File: config.mk
export PLATFORM = sky130hd
export DESIGN_NAME = alu_wb_stage
export DESIGN_NICKNAME = d
export VERILOG_FILES = /design/src/rtl/alu_pkg.sv /design/src/rtl/skid_buf.sv /design/src/rtl/alu_wb_stage.sv
export SDC_FILE = /design/constraint.sdc
export NUM_CORES = 1
export LEC_CHECK = 0
export ABC_AREA = 1
export ABC_CLOCK_PERIOD_IN_PS = 2250
export BUFFER_PORTS_ARGS = -buffer_cell sky130_fd_sc_hd__buf_2
export CELL_PAD_IN_SITES_DETAIL_PLACEMENT = 1
export CELL_PAD_IN_SITES_GLOBAL_PLACEMENT = 2
export CORE_ASPECT_RATIO = 0.75
export CORE_MARGIN = 2
export CORE_UTILIZATION = 33
export CTS_BUF_LIST = sky130_fd_sc_hd__clkbuf_8
export CTS_CLUSTER_DIAMETER = 150
export DETAILED_ROUTE_END_ITERATION = 8
export HOLD_SLACK_MARGIN = 0.1
export PLACE_DENSITY = 0.94
export REMOVE_ABC_BUFFERS = 1
export SLEW_MARGIN = 20
export SYNTH_ARGS = -nofsm -noshare
export SYNTH_HDL_FRONTEND = slang
export SYNTH_SLANG_ARGS = --single-unit
File: constraint.sdc
create_clock -name clk -period 2.25 [get_ports clk]
set_input_delay 0.225 -clock clk [delete_from_list [all_inputs] [get_ports clk]]
set_output_delay 0.225 -clock clk [all_outputs]
set_load 0.01 [all_outputs]
File: src/rtl/alu_pkg.sv
// Shared ALU definitions: opcodes that need special flag handling,
// flag bit positions, and the flag-class decoder used by writeback.
package alu_pkg;

   // Multiply/divide opcodes update Z/N only; V and C keep their value
   localparam logic [3:0] OP_MUL  = 4'b1001;
   localparam logic [3:0] OP_DIVQ = 4'b1011;
   localparam logic [3:0] OP_DIVR = 4'b1101;

   // Bit positions inside the 4-bit flag vector {Z, N, V, C}
   localparam int F_Z = 3;
   localparam int F_N = 2;
   localparam int F_V = 1;
   localparam int F_C = 0;

   typedef enum logic [1:0] {
      FC_ARITH,   // Z/N from result, V/C from ALU
      FC_LOGIC,   // Z/N from result, V/C cleared
      FC_MULDIV   // Z/N from result, V/C hold
   } flag_class_e;

   function automatic flag_class_e op_class(input logic [3:0] sel);
      if (!sel[3]) begin
         return FC_ARITH;
      end else if (sel == OP_MUL || sel == OP_DIVQ || sel == OP_DIVR) begin
         return FC_MULDIV;
      end else begin
         return FC_LOGIC;
      end
   endfunction

endpackage

File: src/rtl/skid_buf.sv
// Generic 2-entry valid/ready skid buffer. The main entry drives the
// output; the skid entry catches one item while the main entry is stalled,
// so in_ready depends only on register state.
module skid_buf #(
   parameter int W = 8
) (
   input  logic         clk,
   input  logic         rst_n,
   input  logic         flush,
   input  logic         in_valid,
   output logic         in_ready,
   input  logic [W-1:0] in_data,
   output logic         out_valid,
   input  logic         out_ready,
   output logic [W-1:0] out_data
);

   logic         main_valid;
   logic         skid_valid;
   logic [W-1:0] main_data;
   logic [W-1:0] skid_data;
   logic         drain;
   logic         take;

   // The skid entry only ever fills behind a full main entry, so while it is
   // occupied no new item can arrive.
   assign drain = main_valid & out_ready;
   assign take  = in_valid & ~skid_valid & ~flush;

   // Entry state: fill main first, overflow to skid, refill main from skid
   always_ff @(posedge clk or negedge rst_n) begin
      if (!rst_n) begin
         // NOTE: payload registers are reset too, because out_data must read 0 out of reset.
         main_valid <= 1'b0;
         skid_valid <= 1'b0;
         main_data  <= '0;
         skid_data  <= '0;
      end else if (flush) begin
         main_valid <= 1'b0;
         skid_valid <= 1'b0;
      end else if (skid_valid) begin
         if (drain) begin
            // NOTE: non-blocking, so the copy sees the pre-edge skid contents.
            main_data  <= skid_data;
            skid_valid <= 1'b0;
         end
      end else if (take) begin
         if (!main_valid || drain) begin
            main_valid <= 1'b1;
            main_data  <= in_data;
         end else begin
            skid_valid <= 1'b1;
            skid_data  <= in_data;
         end
      end else if (drain) begin
         main_valid <= 1'b0;
      end
   end

   assign in_ready  = ~skid_valid;
   assign out_valid = main_valid;
   assign out_data  = main_data;

endmodule

File: src/rtl/alu_wb_stage.sv
// Registered stage after the ALU: keeps the architectural Z/N/V/C flags
// and forwards {rd, result} to register-file writeback through a skid buffer.
module alu_wb_stage
   import alu_pkg::*;
#(
   parameter int BW = 16,
   parameter int RW = 3
) (
   input  logic          clk,
   input  logic          rst_n,
   input  logic          flush,
   input  logic          in_valid,
   output logic          in_ready,
   input  logic [BW-1:0] alu_dout,
   input  logic          alu_v,
   input  logic          alu_c,
   input  logic [3:0]    alu_sel,
   input  logic [RW-1:0] in_rd,
   output logic          out_valid,
   input  logic          out_ready,
   output logic [BW-1:0] out_data,
   output logic [RW-1:0] out_rd,
   output logic          flag_z,
   output logic          flag_n,
   output logic          flag_v,
   output logic          flag_c
);

   logic [3:0]       flags;
   logic [3:0]       flags_next;
   logic             accept;
   logic [RW+BW-1:0] wb_payload;

   // Ops offered during a flush are dropped, so they must not touch flags
   assign accept = in_valid & in_ready & ~flush;

   // Next flag value for the op currently offered by the ALU
   always_comb begin
      // NOTE: defaulting to the current value first keeps this block latch-free.
      flags_next      = flags;
      flags_next[F_Z] = (alu_dout == '0);
      flags_next[F_N] = alu_dout[BW-1];
      case (op_class(alu_sel))
         FC_ARITH: begin
            flags_next[F_V] = alu_v;
            flags_next[F_C] = alu_c;
         end
         FC_LOGIC: begin
            flags_next[F_V] = 1'b0;
            flags_next[F_C] = 1'b0;
         end
         default: ;
      endcase
   end

   // Flags follow program order on the accept edge, regardless of writeback stalls
   always_ff @(posedge clk or negedge rst_n) begin
      if (!rst_n) begin
         flags <= '0;
      end else if (accept) begin
         flags <= flags_next;
      end
   end

   assign flag_z = flags[F_Z];
   assign flag_n = flags[F_N];
   assign flag_v = flags[F_V];
   assign flag_c = flags[F_C];

   skid_buf #(
      .W(RW + BW)
   ) u_skid (
      .clk       (clk),
      .rst_n     (rst_n),
      .flush     (flush),
      .in_valid  (in_valid),
      .in_ready  (in_ready),
      .in_data   ({in_rd, alu_dout}),
      .out_valid (out_valid),
      .out_ready (out_ready),
      .out_data  (wb_payload)
   );

   assign out_data = wb_payload[BW-1:0];
   assign out_rd   = wb_payload[RW+BW-1:BW];

endmodule

==> impl_metrics.env, run 1 <==
export IMPL_areaGrowthSynthToFinish_pct=19.71
export IMPL_clock_skew_ns=0.006874
export IMPL_synthFlopType="dfrtp_1"
export IMPL_netlist_area_um2=2076
export IMPL_antennaDiodeCount=0
export IMPL_tightestPinTransition_ns=0.7705
export IMPL_core_area_um2=5946
export IMPL_synth_cell_types=18
export IMPL_initial_core_util_pct=34.91
export IMPL_ys_warnings_count=0
export IMPL_finalSetupViolCount=0
export IMPL_h_tree_depth=2
export IMPL_yosysMostFrequentCell="nand2_1"
export IMPL_slew_headroom_pct=48.45
export IMPL_placed_area_um2=2385
export IMPL_rsz0062_at_grt="false"
export IMPL_cp_required_ns=2.44
export IMPL_finalNetCount=338
export IMPL_period_minus_slack_ns=1.679
export IMPL_drc=0
export IMPL_clk_pin_slew_ns=0.08
export IMPL_synth_top_cell_area_share_pct=53.04
export IMPL_grt_usage_pct=15.97
export IMPL_setup_tns_ns=0
export IMPL_io_buffers=54
export IMPL_hpwl_mm=3.582
export IMPL_placed_cells=378
export IMPL_drt_first_iter_violations=81
export IMPL_cp_start_kind="flip-flop"
export IMPL_cp_max_fo=38
export IMPL_path_class="flip-flop to flip-flop"
export IMPL_crit_arrival_ns=1.86
export IMPL_vias=1804
export IMPL_fp_dieW_um=95.58
export IMPL_clock_path_buffers=2
export IMPL_yosysTopAreaCell="dfrtp_1"
export IMPL_drv_slew=0
export IMPL_grt_max_degree=45
export IMPL_wl_per_cell_um=12.75
export IMPL_final_antenna_net_count=0
export IMPL_timing_fmax_mhz=595.7
export IMPL_drv_cap=0
export IMPL_status="completed"
export IMPL_p_leak_nw=1.356
export IMPL_synth_edff_count=0
export IMPL_cts_tree="done"
export IMPL_die_area_um2=6947
export IMPL_syn_avg_cell_area_um2=8.172
export IMPL_synth_seq_area_share_pct=53.04
export IMPL_row_count=24
export IMPL_grt_pass1_wl_mm=8.556
export IMPL_critPathCaptureType="flip-flop"
export IMPL_synthTopCellsByCount="nand2_1, dfrtp_1, o21ai_0, nand3_1, inv_1"
export IMPL_avgViaCountPerCell=4.661
export IMPL_cts_resized_gates=0
export IMPL_grt_pass1_vias=1863
export IMPL_ys_top_cells_by_area="dfrtp_1, nand2_1, o21ai_0"
export IMPL_totalWireLength_mm=4.936
export IMPL_powerDensity_nw_per_um2=782.0
export IMPL_place_congestion=0.7205
export IMPL_cts_buffers=5
export IMPL_chipHeight_um=72.69
export IMPL_stdcell_area_um2=2485
export IMPL_ys_seq_elements=44
export IMPL_fin_cells=387
export IMPL_grt_ovfl_total=0
export IMPL_fillers=777
export IMPL_peakVddDrop_uv=266.0
export IMPL_period_share_pct=74.60
export IMPL_clkSinkCount=44
export IMPL_clk_latency_ns=0.29
export IMPL_firstDrtPassIters=4
export IMPL_ios=55
export IMPL_syn_inst=254
export IMPL_antenna_found_initial=0
export IMPL_cts_root_buf="clkbuf_8"
export IMPL_async_flop_share_pct=100.0
export IMPL_hold_viol_final=0
export IMPL_drive_above_1_share_pct=26.21
export IMPL_holdWs_ns=0.1625
export IMPL_worst_hold_path_type="input pin to flip-flop"
-- layout make-up --
| class | instances | area, um^2 | area share, % |
|---|---|---|---|
| timing repair buffer | 60 | 317.8 | 12.79 |
| tap | 78 | 97.59 | 3.927 |
| inverter | 24 | 90.09 | 3.625 |
| sequential | 44 | 1101 | 44.31 |
| clock inverter | 2 | 7.507 | 0.3021 |
| multi-input combinational | 173 | 788.3 | 31.72 |
| clock buffer | 6 | 82.58 | 3.323 |
-- cell families (layout without fill, tap and decap cells) --
| kind of cell | after synthesis | count (layout) | synth area share (%) |
|---|---|---|---|
| flops | 44 | 44 | 53.04 |
| compound gates | 40 | 40 | 11.45 |
| simple gates | 133 | 133 | 26.52 |
| buf+inv | 37 | 92 | 8.981 |
-- what timing repair did --
item,4_1_cts,5_1_grt
hold buffers,1,0
buffers inserted,0,0
hold endpoints to repair,44,0
endpoints found under the setup margin,0,0
-- worst max-delay path: stages (launching register included) --
cell     delay, ns
dfrtp_1       0.41
inv_2         0.10
nand3_4       0.11
inv_2         0.10
nand2_2       0.43
o21ai_0       0.40
-- final timing paths --
kind                                                start                               end  slack (ns)  cells past startpoint
min in group asynchronous                           rst_n  u_skid.skid_data[11]$_DFFE_PN0P_        0.54                      3
min reg2reg                u_skid.out_data[5]$_DFFE_PN0P_    u_skid.out_data[5]$_DFFE_PN0P_        0.47                      2
max reg2reg                   u_skid.skid_valid$_DFF_PN0_  u_skid.skid_data[15]$_DFFE_PN0P_        0.57                      5
max                           u_skid.skid_valid$_DFF_PN0_  u_skid.skid_data[15]$_DFFE_PN0P_        0.57                      5
min                                                 alu_c              flags[0]$_DFFE_PN0P_        0.16                      3
max in group asynchronous                           rst_n    u_skid.out_data[8]$_DFFE_PN0P_        1.33                      3
-- per-stage QoR --
step | power, mW | worst slack, ns | util [%]
floorplan | 1.275 | 0.2885 | -
global placement | 1.450 | 0.6888 | 40.11
detailed placement | 1.474 | 0.6141 | 40.11
CTS | 1.977 | 0.5474 | 41.79
global route | 2.079 | 0.4259 | 41.79
finish | 1.943 | 0.5714 | 41.79
-- per-layer routing --
metal	GRT usage, %	share of wire (%)
met2	26.65	48
met4	4.444	0.71
met1	21.07	48
met3	3.512	4.1
met5	0	0
-- cell usage in the layout (no fill, tap or decap), drive strengths merged --
cell type,instances
buf,59
inv,26
a21oi,1
o21ai,39
nand3,25
nor2,12
clkbuf,6
nand2,96
dfrtp,44
dlygate4sd3,1
-- registers in the layout (all words and copies together) (netlist names) --
| signal | flops |
|---|---|
| u_skid.skid_valid | 1 |
| u_skid.out_data | 19 |
| flags | 4 |
| u_skid.out_valid | 1 |
| u_skid.skid_data | 19 |
-- power breakdown --
part	internal, mW	switching (mW)	total (mW)
clock network	0.242	0.253	0.495
registers	0.950	0.0844	1.03
logic	0.170	0.244	0.414
total	1.36	0.582	1.94
(Power assumes the default switching activity.)
==> inputs of run 2 (changes only) <==
- ABC_CLOCK_PERIOD_IN_PS: 2250 -> 1400
- CORE_UTILIZATION: 33 -> 28
- PLACE_DENSITY: 0.94 -> 0.86
- clock period: 2.25 -> 1.4 ns (I/O delays scaled with it)
==> run 2 against run 1 <==
Against the previous run:
- first-iteration DRC count decreased by 42%
- largest power group unchanged
- fmax is 30% higher
- routed wire length rose by 3.8%
- worst setup slack lost 0.46 ns
- register-to-register slack worse by 0.46 ns
- worst hold slack worse by 0.050 ns
- critical endpoint is now u_skid.skid_data[10]$_DFFE_PN0P_
- combinational power is 67% higher
- power grew 58%
- die area rose by 17%
- non-clock buffer count grew 7
- sequential power up 61%
- cell count increased by 7.0%
- highest routed layer unchanged
==> impl_metrics.env, run 2 (synthesis results as in run 1) <==
export IMPL_status="completed"
export IMPL_finalSetupViolCount=0
export IMPL_core_area_um2=7263
export IMPL_drv_cap=0
export IMPL_drv_slew=0
export IMPL_die_area_um2=8125
export IMPL_wl_per_cell_um=12.38
export IMPL_period_minus_slack_ns=1.292
export IMPL_rsz0062_at_grt="true"
export IMPL_hpwl_mm=3.793
export IMPL_crit_arrival_ns=1.49
export IMPL_grt_max_degree=45
export IMPL_antennaDiodeCount=0
export IMPL_final_antenna_net_count=0
export IMPL_areaGrowthSynthToFinish_pct=24.29
export IMPL_initial_core_util_pct=28.58
export IMPL_powerDensity_nw_per_um2=1190
export IMPL_fp_dieW_um=103.4
export IMPL_period_share_pct=92.31
export IMPL_antenna_found_initial=0
export IMPL_vias=1797
export IMPL_cp_max_fo=38
export IMPL_clk_latency_ns=0.29
export IMPL_place_congestion=0.6970
export IMPL_clock_path_buffers=2
export IMPL_holdWs_ns=0.1121
export IMPL_setup_tns_ns=0
export IMPL_path_class="flip-flop to flip-flop"
export IMPL_clkSinkCount=44
export IMPL_grt_usage_pct=13.54
export IMPL_critPathCaptureType="flip-flop"
export IMPL_grt_pass1_vias=1787
export IMPL_top_usage_layer="met2"
export IMPL_placed_cells=404
export IMPL_timing_fmax_mhz=773.8
export IMPL_cts_root_buf="clkbuf_8"
export IMPL_cp_start_kind="flip-flop"
export IMPL_grt_pass1_wl_mm=8.549
export IMPL_clock_skew_ns=0.004169
export IMPL_fin_util_pct=35.52
export IMPL_firstDrtPassIters=4
export IMPL_row_count=27
export IMPL_hold_viol_final=0
export IMPL_peakVddDrop_uv=360.9
export IMPL_clk_pin_slew_ns=0.08
export IMPL_io_buffers=54
export IMPL_ios=55
export IMPL_worst_hold_path_type="input pin to flip-flop"
export IMPL_drive_above_1_share_pct=27.16
export IMPL_avgViaCountPerCell=4.341
export IMPL_fillers=908
export IMPL_totalWireLength_mm=5.126
export IMPL_layout_commonest_cell="nand2_1"
export IMPL_slew_headroom_pct=83.72
export IMPL_grt_ovfl_total=0
export IMPL_fin_cells=414
export IMPL_cts_tree="done"
export IMPL_p_leak_nw=1.384
export IMPL_tightestPinTransition_ns=0.2441
export IMPL_cts_buffers=5
export IMPL_grtUsageMet3_pct=3.295
export IMPL_h_tree_depth=2
export IMPL_finalNetCount=345
export IMPL_cp_required_ns=1.60
export IMPL_drc=0
export IMPL_final_cell_mix="nand2_1, buf_2, dfrtp_1, o21ai_0, nand3_1"
export IMPL_grt_util_met2_pct=23.10
export IMPL_chipHeight_um=78.57
export IMPL_drt_first_iter_violations=47
export IMPL_met1_usage_pct=17.35
==> run 2: power breakdown <==
| part | leakage (nW) | switching, mW | internal [mW] |
|---|---|---|---|
| clock network | 0.0359 | 0.391 | 0.322 |
| logic | 0.793 | 0.400 | 0.292 |
| registers | 0.556 | 0.138 | 1.53 |
==> run 2: per-layer routing <==
layer	routed length (um)	vias up
li1	-	914
met1	2379	851
met2	2520	27
met3	186	5
met4	39	0
met5	0	-
==> run 2: repair_timing <==
item | in CTS | in global routing
buffers inserted | 0 | 2
pin swaps | 0 | 1
hold buffers | 3 | 0
resized for setup | 1 | 0
hold endpoints to repair | 46 | 0
setup endpoints to repair | 8 | 12
==> run 2: through the flow <==
| step | area, um^2 | power [mW] | setup WS, ns |
|---|---|---|---|
| floorplan | 1979 | 2.049 | -0.5615 |
| global placement | 2461 | 2.348 | 0.09586 |
| detailed placement | 2461 | 2.393 | -0.01280 |
| CTS | 2565 | 3.125 | 0.07389 |
| global route | 2580 | 3.295 | -0.01065 |
| finish | 2580 | 3.069 | 0.1076 |
==> run 2: path summary, 6_finish.rpt <==
path	slack, ns	from	end	depth (start not counted)
hold / removal	0.11	alu_v	flags[1]$_DFFE_PN0P_	3
setup reg to reg	0.11	u_skid.skid_valid$_DFF_PN0_	u_skid.skid_data[10]$_DFFE_PN0P_	6
setup / recovery	0.11	u_skid.skid_valid$_DFF_PN0_	u_skid.skid_data[10]$_DFFE_PN0P_	6
max in group asynchronous	0.83	rst_n	flags[3]$_DFFE_PN0P_	3
min in group asynchronous	0.36	rst_n	u_skid.out_data[17]$_DFFE_PN0P_	3
hold reg to reg	0.47	u_skid.out_data[7]$_DFFE_PN0P_	u_skid.out_data[7]$_DFFE_PN0P_	2
==> run 2: cell type report <==
class / count / area, um^2 / share of cell area, %
Tap cell: 101 / 126.4 / 4.898
Clock buffer: 5 / 68.82 / 2.667
Sequential cell: 44 / 1101 / 42.68
Multi-Input combinational cell: 173 / 793.3 / 30.75
Timing Repair Buffer: 67 / 400.4 / 15.52
Inverter: 24 / 90.09 / 3.492
==> run 2: worst max-delay path, cell delays in order, from the launching register on <==
cell     delay, ns
dfrtp_1       0.42
inv_2         0.11
nand3_4       0.11
inv_2         0.11
nand2_2       0.07
buf_12        0.18
o21ai_0       0.20
